[config.mk]
export PLATFORM = sky130hd
export DESIGN_NAME = slave_out_port
export DESIGN_NICKNAME = d
export VERILOG_FILES = /design/src/rtl/slave_out_port.sv
export SDC_FILE = /design/constraint.sdc
export NUM_CORES = 1
export LEC_CHECK = 0
export CORE_MARGIN = 2
export CORE_UTILIZATION = 52
export DETAILED_ROUTE_END_ITERATION = 10
export PLACE_DENSITY_LB_ADDON = 0.3
export SYNTH_ARGS = -nofsm -noshare
export SYNTH_HDL_FRONTEND = slang
export SYNTH_SLANG_ARGS = --single-unit
export TNS_END_PERCENT = 20
[constraint.sdc]
create_clock -name clk -period 2.65 [get_ports clk]
set_input_delay 0.53 -clock clk [delete_from_list [all_inputs] [get_ports clk]]
set_output_delay 0.53 -clock clk [all_outputs]
set_load 0.01 [all_outputs]
[src/rtl/slave_out_port.sv]
// slave_out_port
//   Slave-side serial transmit port. Takes a burst of words from the slave
//   core and shifts each word out LSB-first on tx_data after a
//   s_valid/m_ready handshake. A one-word prefetch buffer lets the core hand
//   over the next word while the current one is still shifting.
//
// Ports
//   clk, rst_n       clock (rising edge), asynchronous active-low reset
//   start            burst request from the core, honoured only in IDLE
//   burst_len        number of words in the burst, sampled with start
//   core_data/valid  next word from the core
//   core_ready       port accepts core_data this cycle (combinational)
//   m_ready          master ready to receive a word
//   s_valid          registered, a word is offered to the master
//   tx_data          registered serial data
//   busy             registered, high whenever the port is not IDLE
//   tx_done          registered, one-cycle pulse at end of burst
module slave_out_port #(
    parameter int unsigned WORD_SIZE  = 8,
    parameter int unsigned BURST_SIZE = 15
) (
    input  logic                  clk,
    input  logic                  rst_n,
    input  logic                  start,
    input  logic [BURST_SIZE-1:0] burst_len,
    input  logic [WORD_SIZE-1:0]  core_data,
    input  logic                  core_valid,
    output logic                  core_ready,
    input  logic                  m_ready,
    output logic                  s_valid,
    output logic                  tx_data,
    output logic                  busy,
    output logic                  tx_done
);

    localparam int unsigned CW = (WORD_SIZE > 1) ? $clog2(WORD_SIZE) : 1;
    // Value of bit_cnt on the edge that puts the final bit on the line.
    localparam logic [CW-1:0] PEN_BIT = CW'(WORD_SIZE - 2);

    localparam logic [1:0] ST_IDLE  = 2'd0;
    localparam logic [1:0] ST_LOAD  = 2'd1;
    localparam logic [1:0] ST_OFFER = 2'd2;
    localparam logic [1:0] ST_SHIFT = 2'd3;

    logic [1:0]            state_q, state_d;
    logic [WORD_SIZE-1:0]  shift_q, shift_d;
    logic [WORD_SIZE-1:0]  buf_q, buf_d;
    logic                  buf_full_q, buf_full_d;
    logic [CW-1:0]         bit_cnt_q, bit_cnt_d;
    logic [BURST_SIZE-1:0] words_left_q, words_left_d;
    logic                  s_valid_q, s_valid_d;
    logic                  tx_data_q, tx_data_d;
    logic                  busy_q;
    logic                  tx_done_q, tx_done_d;
    logic                  core_accept;

    // words_left already counts the word currently shifting, so a nonzero
    // value means another word is still owed by the core.
    assign core_ready  = (state_q == ST_LOAD) ||
                         ((state_q == ST_SHIFT) && !buf_full_q && (words_left_q != '0));
    assign core_accept = core_ready && core_valid;

    always_comb begin
        state_d      = state_q;
        shift_d      = shift_q;
        buf_d        = buf_q;
        buf_full_d   = buf_full_q;
        bit_cnt_d    = bit_cnt_q;
        words_left_d = words_left_q;
        s_valid_d    = s_valid_q;
        tx_data_d    = 1'b0;
        tx_done_d    = 1'b0;

        case (state_q)
            ST_IDLE: begin
                if (start) begin
                    if (burst_len != '0) begin
                        words_left_d = burst_len;
                        state_d      = ST_LOAD;
                    end else begin
                        tx_done_d = 1'b1;
                    end
                end
            end

            ST_LOAD: begin
                if (core_valid) begin
                    shift_d   = core_data;
                    s_valid_d = 1'b1;
                    state_d   = ST_OFFER;
                end
            end

            ST_OFFER: begin
                if (m_ready) begin
                    s_valid_d = 1'b0;
                    tx_data_d = shift_q[0];
                    bit_cnt_d = '0;
                    if (words_left_q != '0) begin
                        words_left_d = words_left_q - BURST_SIZE'(1);
                    end
                    state_d = ST_SHIFT;
                end
            end

            ST_SHIFT: begin
                tx_data_d = shift_q[bit_cnt_q + CW'(1)];
                bit_cnt_d = bit_cnt_q + CW'(1);
                if (core_accept) begin
                    buf_d      = core_data;
                    buf_full_d = 1'b1;
                end
                // End-of-word is decided on the edge that drives the last bit,
                // so the last bit still gets its full cycle while the next
                // offer (or tx_done) is already raised; handshakes can then
                // follow each other exactly WORD_SIZE edges apart.
                if (bit_cnt_q == PEN_BIT) begin
                    if (words_left_q == '0) begin
                        state_d   = ST_IDLE;
                        tx_done_d = 1'b1;
                    end else if (buf_full_q) begin
                        shift_d    = buf_q;
                        buf_full_d = 1'b0;
                        s_valid_d  = 1'b1;
                        state_d    = ST_OFFER;
                    end else if (core_accept) begin
                        shift_d    = core_data;
                        buf_full_d = 1'b0;
                        s_valid_d  = 1'b1;
                        state_d    = ST_OFFER;
                    end else begin
                        state_d = ST_LOAD;
                    end
                end
            end

            default: state_d = ST_IDLE;
        endcase
    end

    always_ff @(posedge clk or negedge rst_n) begin
        if (!rst_n) begin
            state_q      <= ST_IDLE;
            shift_q      <= '0;
            buf_q        <= '0;
            buf_full_q   <= 1'b0;
            bit_cnt_q    <= '0;
            words_left_q <= '0;
            s_valid_q    <= 1'b0;
            tx_data_q    <= 1'b0;
            busy_q       <= 1'b0;
            tx_done_q    <= 1'b0;
        end else begin
            state_q      <= state_d;
            shift_q      <= shift_d;
            buf_q        <= buf_d;
            buf_full_q   <= buf_full_d;
            bit_cnt_q    <= bit_cnt_d;
            words_left_q <= words_left_d;
            s_valid_q    <= s_valid_d;
            tx_data_q    <= tx_data_d;
            busy_q       <= (state_d != ST_IDLE);
            tx_done_q    <= tx_done_d;
        end
    end

    assign s_valid = s_valid_q;
    assign tx_data = tx_data_q;
    assign busy    = busy_q;
    assign tx_done = tx_done_q;

endmodule
# Word level (Yosys, flattened, before mapping)
# Cells that the tools add are included.
dict set report word_totals {
  input_bits 28
  ff_bits 41
}
dict set report op_classes {
  eq_ne 12
  mux 43
  n_addsub 2
  order_cmp 1
  reduce_logical 19
}
# operator n
set op_table {}
lappend op_table {{15-bit two-way mux} 4}
lappend op_table {{8-bit two-way mux} 5}
lappend op_table {{15-bit one-hot mux with 2 select lines} 1}
lappend op_table {{15-bit nonzero test} 2}
lappend op_table {{1-bit two-way mux} 17}
lappend op_table {{2-bit two-way mux} 8}
lappend op_table {{8-bit one-hot mux with 2 select lines} 1}
lappend op_table {{15-bit logical NOT} 1}
lappend op_table {{15-bit by 1-bit subtractor with 15-bit output (second input constant)} 1}
lappend op_table {{2-bit != test (second input constant)} 6}
lappend op_table {{5-bit AND reduction} 2}
lappend op_table {{2-bit one-hot mux with 4 select lines} 1}
lappend op_table {{2-bit nonzero test} 4}
lappend op_table {{3-bit one-hot mux with 2 select lines} 1}
lappend op_table {{6-bit AND reduction} 1}
lappend op_table {{2-bit == test (second input constant)} 2}
lappend op_table {{3-bit by 4-bit less-than comparator with 1-bit output (second input constant)} 1}
lappend op_table {{1-bit one-hot mux with 2 select lines} 2}
lappend op_table {{2-bit AND reduction} 2}
lappend op_table {{3-bit by 1-bit adder with 3-bit output (second input constant)} 1}
lappend op_table {{1-bit binary-select mux with 3-bit select} 1}
lappend op_table {{3-bit == test (second input constant)} 1}
lappend op_table {{1-bit logical AND} 3}
lappend op_table {{3-bit two-way mux} 1}
lappend op_table {{8 further kinds} 8}

# Logic depth before layout (Yosys ltp)
# Gate-level depths: netlist of run 1.
dict set report depth {
  ltp_word 11
  mapped_depth 8
}

# Least setup slack after synthesis of run 1
# Ideal clock, no wire load.
dict set report synth_path {
  kind {register to register}
  startpoint {register words_left_q[0]}
  endpoint {register buf_q[0]}
  t_arrival_ns 2.210
  path_slack_ns 0.315
  stages_incl_launch_ff 9
  synth_period_minus_slack_ns 2.335
  required_ns 2.525
  path_cell_list {dfrtp_1 > inv_1 > ha_1 > or3b_1 > nor4_4 > nor2_1 > o211a_1 > buf_6 > mux2_4}
}
dict set report synth_between {
  elab_chain_cells 5
}
# item line
set synth_rtl {}
lappend synth_rtl {{start, declared} 50} ;# logic [BURST_SIZE-1:0] words_left_q, words_left_d;
lappend synth_rtl {{start signal, assigned} 159} ;# words_left_q <= words_left_d;
lappend synth_rtl {{15-bit nonzero test} 60} ;# ((state_q == ST_SHIFT) && !buf_full_q && (words_left_q != '0));
lappend synth_rtl {{1-bit logical AND} 60}
lappend synth_rtl {{1-bit logical OR} 59} ;# assign core_ready = (state_q == ST_LOAD) ||
lappend synth_rtl {{1-bit logical AND} 61} ;# assign core_accept = core_ready && core_valid;
lappend synth_rtl {{2-bit AND reduction (no source line)} n/a}
lappend synth_rtl {{end signal, assigned} 156} ;# buf_q <= buf_d;
lappend synth_rtl {{end, declared} 47} ;# logic [WORD_SIZE-1:0] buf_q, buf_d;
# No other way between the ends.
# A chain may end at the register's enable or synchronous reset.

# Worst setup path in the final report of run 1
dict set report layout_path {
  startpoint {register words_left_q[1]}
  endpoint {output core_ready}
}
dict set report layout_between {
  elab_chain_cells 3
}
# item line
set layout_rtl {}
lappend layout_rtl {{15-bit nonzero test} 60}
lappend layout_rtl {{1-bit logical AND} 60}
lappend layout_rtl {{1-bit logical OR} 59}
lappend layout_rtl {{end, declared} 28} ;# output logic core_ready,
# No other way between the ends.

==> impl_metrics.tcl, run 1 <==
set metrics [dict create \
    first_iter_violations 169 \
    layout-drive-gt1-share 0.159 \
    min_period_over_period 0.960 \
    coreArea_um2 4410 \
    startpoint_type "register" \
    finalHoldViolCount 0 \
    ys_top_cells_by_count "dfrtp_1 (41), a21oi_1 (22), a31oi_1 (20)" \
    place_inst 339 \
    cts-root-buf "clkbuf_8" \
    n_fill_cell 356 \
    ys_seq_area_frac 0.424 \
    max_slew.worst_pin.slew_ns 0.888 \
    path_cells "inv_2 -> ha_2 -> or3b_4 -> nor4_4 -> nor2_1 -> a21o_1 -> clkbuf_2" \
    synth_flop_cell "dfrtp_1" \
    rrSetupSlack_ns 0.34 \
    async_flop_share 1.00 \
    drc 0 \
    cts.sinks 41 \
    cts-hold-fix-buffers 0 \
    yosys_register_bits 41 \
    setup-violations-final 0 \
    io_buffers 32 \
    netlist_area_um2 2420 \
    power_density_nw_per_um2 1160 \
    synthesis.nets 289 \
    ys_types 47 \
    clkTransAtPathRegs_ns 0.08 \
    slew_viol_final 0 \
    cts_tree "yes" \
    synth_edf_count 0 \
    fin_ws_ns 0.106 \
    drt_wl_total_mm 5.74 \
    pin_count 33 \
    ys_top_cells_by_area "dfrtp_1 (42%), a31oi_1 (5.2%), mux2_4 (5.0%)" \
    yosysTopAreaCellShare 0.424 \
    leakagePower_nw 1.26 \
    track_usage 0.243 \
    die-area_um2 5220 \
    yosysMostFrequentCell "dfrtp_1" \
    crit_path_max_fanout 3 \
    ir_drop_mv 0.655 \
    dieHeight_um 72.3 \
    grt_antenna_before_repair 0 \
    rows 24 \
    crit_path_max_incr_delay_ns 0.42 \
    post-place-ws_ns 0.00924 \
    clk_latency_ns 0.30 \
    worstRegToRegCells 8 \
    syn_to_final_growth_pct 22.8 \
    slew_headroom 0.408 \
    hp-class "input port to asynchronous set/reset pin" \
    wl_met1_mm 2.70 \
    syn-instance-count 253 \
    wl_met2_mm 2.66 \
    cp.required_ns 2.12 \
    htree_levels 2 \
    nets 331 \
    dp_hpwl_mm 3.98 \
    grt_pass1_wl_mm 9.69 \
    detail-route-antenna-nets 0 \
    stdcell_area_um2 2980 \
    cts_buffers 5 \
    end_kind "output pin" \
    wire_per_inst_um 16.5 \
    outcome "complete, no violations" \
    wl_met3_um 285 \
    avgSynthCellArea_um2 9.57 \
    cp.depth 7 \
    synth_top_area_cell "dfrtp_1" \
    slowest_stage "dfrtp_1" \
    arrival_ns 2.01 \
    critPathKind "register to output pin" \
    period_minus_slack_ns 2.54 \
    grt_max_degree 42 \
    first_global_vias 2031 \
    highest_layer "met4" \
    antenna_cells 0 \
    vias 2156 \
    drv_cap 0 \
    clock.fmax_mhz 393 \
    first_pass_iters 4 \
    clock_path_buffers 2 \
    place_area_um2 2860 \
    gp_congestion 0.927 \
    cp_top_family "simple AND/OR/NAND/NOR gates" \
    final_cells 348 \
    yosys_warnings 0 \
    start_util 0.549 \
    die_x_um 72.3 \
    drt-vias-per-instance 6.20 \
    worstPathBufferInverterCount 2 \
    grt_overflow 0 \
    fin_worst_skew_ns 0.00592 \
]
[per-stage QoR]
| stage | hold WS (ns) | utilization | setup TNS (ns) | total power [mW] |
|---|---|---|---|---|
| after floorplan | 0.234 | - | 0 | 2.40 |
| after global placement | 0.491 | 0.648 | 0 | 2.88 |
| after global routing | 0.408 | 0.674 | -0.00260 | 3.71 |
| after CTS | 0.367 | 0.673 | 0 | 3.42 |
| after detailed placement | 0.492 | 0.648 | 0 | 2.95 |
| final | 0.345 | 0.674 | 0 | 3.45 |
[cell families (layout without fill, tap and decap cells)]
logic type / after synthesis / after routing / synth area share
AO/OA/AOI/OAI: 86 / 86 / 0.227
XOR/XNOR: 1 / 1 / 0.00362
AND/OR/NAND/NOR: 73 / 73 / 0.157
multiplexers: 19 / 19 / 0.105
flip-flops: 41 / 41 / 0.424
buffers and inverters: 25 / 68 / 0.0418
adder cells (fa/ha/maj): 8 / 8 / 0.0413
[sequential cells by signal, indices dropped and copies added (netlist names)]
signal        cells
s_valid           1
tx_data           1
buf_full_q        1
shift_q           8
bit_cnt_q         3
words_left_q     15
tx_done           1
busy              1
state_q           2
buf_q             8
[worst paths after layout]
path | start | end
max | words_left_q[1] | core_ready
min | rst_n | words_left_q[12]
max reg2reg | words_left_q[1] | words_left_q[10]
min reg2reg | buf_q[1] | buf_q[1]
max in group asynchronous | rst_n | words_left_q[3]
min in group clk | buf_q[1] | buf_q[1]
[what timing repair did]
action / CTS / global route
endpoints found under the setup margin: 1 / 1
gates resized for setup: 4 / 5
endpoints found under the hold margin: 0 / 0
buffers inserted: 0 / 1
pin swaps: 1 / 2
[cell type report]
class	instances	area [um^2]	share of cell area
clock inverters	1	5.00	0.00168
clock buffers	7	96.3	0.0324
multi-input cells	187	1310	0.439
flip-flops and latches	41	1030	0.345
well taps	52	65.1	0.0219
repair buffers	48	430	0.145
inverters	12	45.0	0.0151
[power breakdown]
| part | internal, mW | switching (mW) |
|---|---|---|
| combinational | 0.844 | 0.996 |
| clock | 0.235 | 0.219 |
| sequential | 0.927 | 0.225 |
| total | 2.01 | 1.44 |
[routing by layer]
metal / track usage / vias up
met5: 0 / -
met2: 0.365 / 63
met1: 0.344 / 1050
li1: - / 1035
met4: 0.0860 / 0
met3: 0.0611 / 8
[cell usage in the layout, fill, tap and decap left out, types with 2 or more instances in the layout]
| master | netlist | routed |
|---|---|---|
| a41o_1 | 2 | 2 |
| dfrtp_1 | 41 | 41 |
| nand2b_1 | 3 | 3 |
| clkdlybuf4s50_1 | 0 | 30 |
| inv_1 | 12 | 10 |
| clkbuf_8 | 0 | 7 |
| nor3_1 | 6 | 6 |
| mux2_4 | 8 | 8 |
| a31oi_1 | 20 | 20 |
| ha_1 | 8 | 7 |
| or4_4 | 0 | 2 |
| o21ai_0 | 14 | 14 |
| a31o_2 | 2 | 2 |
| o22ai_1 | 5 | 5 |
| nand2_1 | 18 | 18 |
| o31ai_1 | 2 | 2 |
| nor4_1 | 6 | 6 |
| buf_4 | 0 | 16 |
| o2111ai_1 | 2 | 2 |
| inv_2 | 0 | 2 |
| nand3_1 | 9 | 9 |
| or4_1 | 4 | 2 |
| o21ai_1 | 2 | 2 |
| or3_1 | 4 | 4 |
| mux4_2 | 2 | 2 |
| nor2_1 | 14 | 14 |
| mux2i_1 | 9 | 9 |
| a21oi_1 | 22 | 22 |
| o2bb2ai_1 | 4 | 4 |
No activity file was read; power rests on OpenSTA's default activity.
==> run 2, diff against run 1 <==
CAP_MARGIN = 20   (was default)
CTS_BUF_LIST = sky130_fd_sc_hd__clkbuf_8   (was default)
GPL_ROUTABILITY_DRIVEN = 0   (was default)
==> results of run 2 <==
Final layout, timing and power as in run 1 (identical DEF).
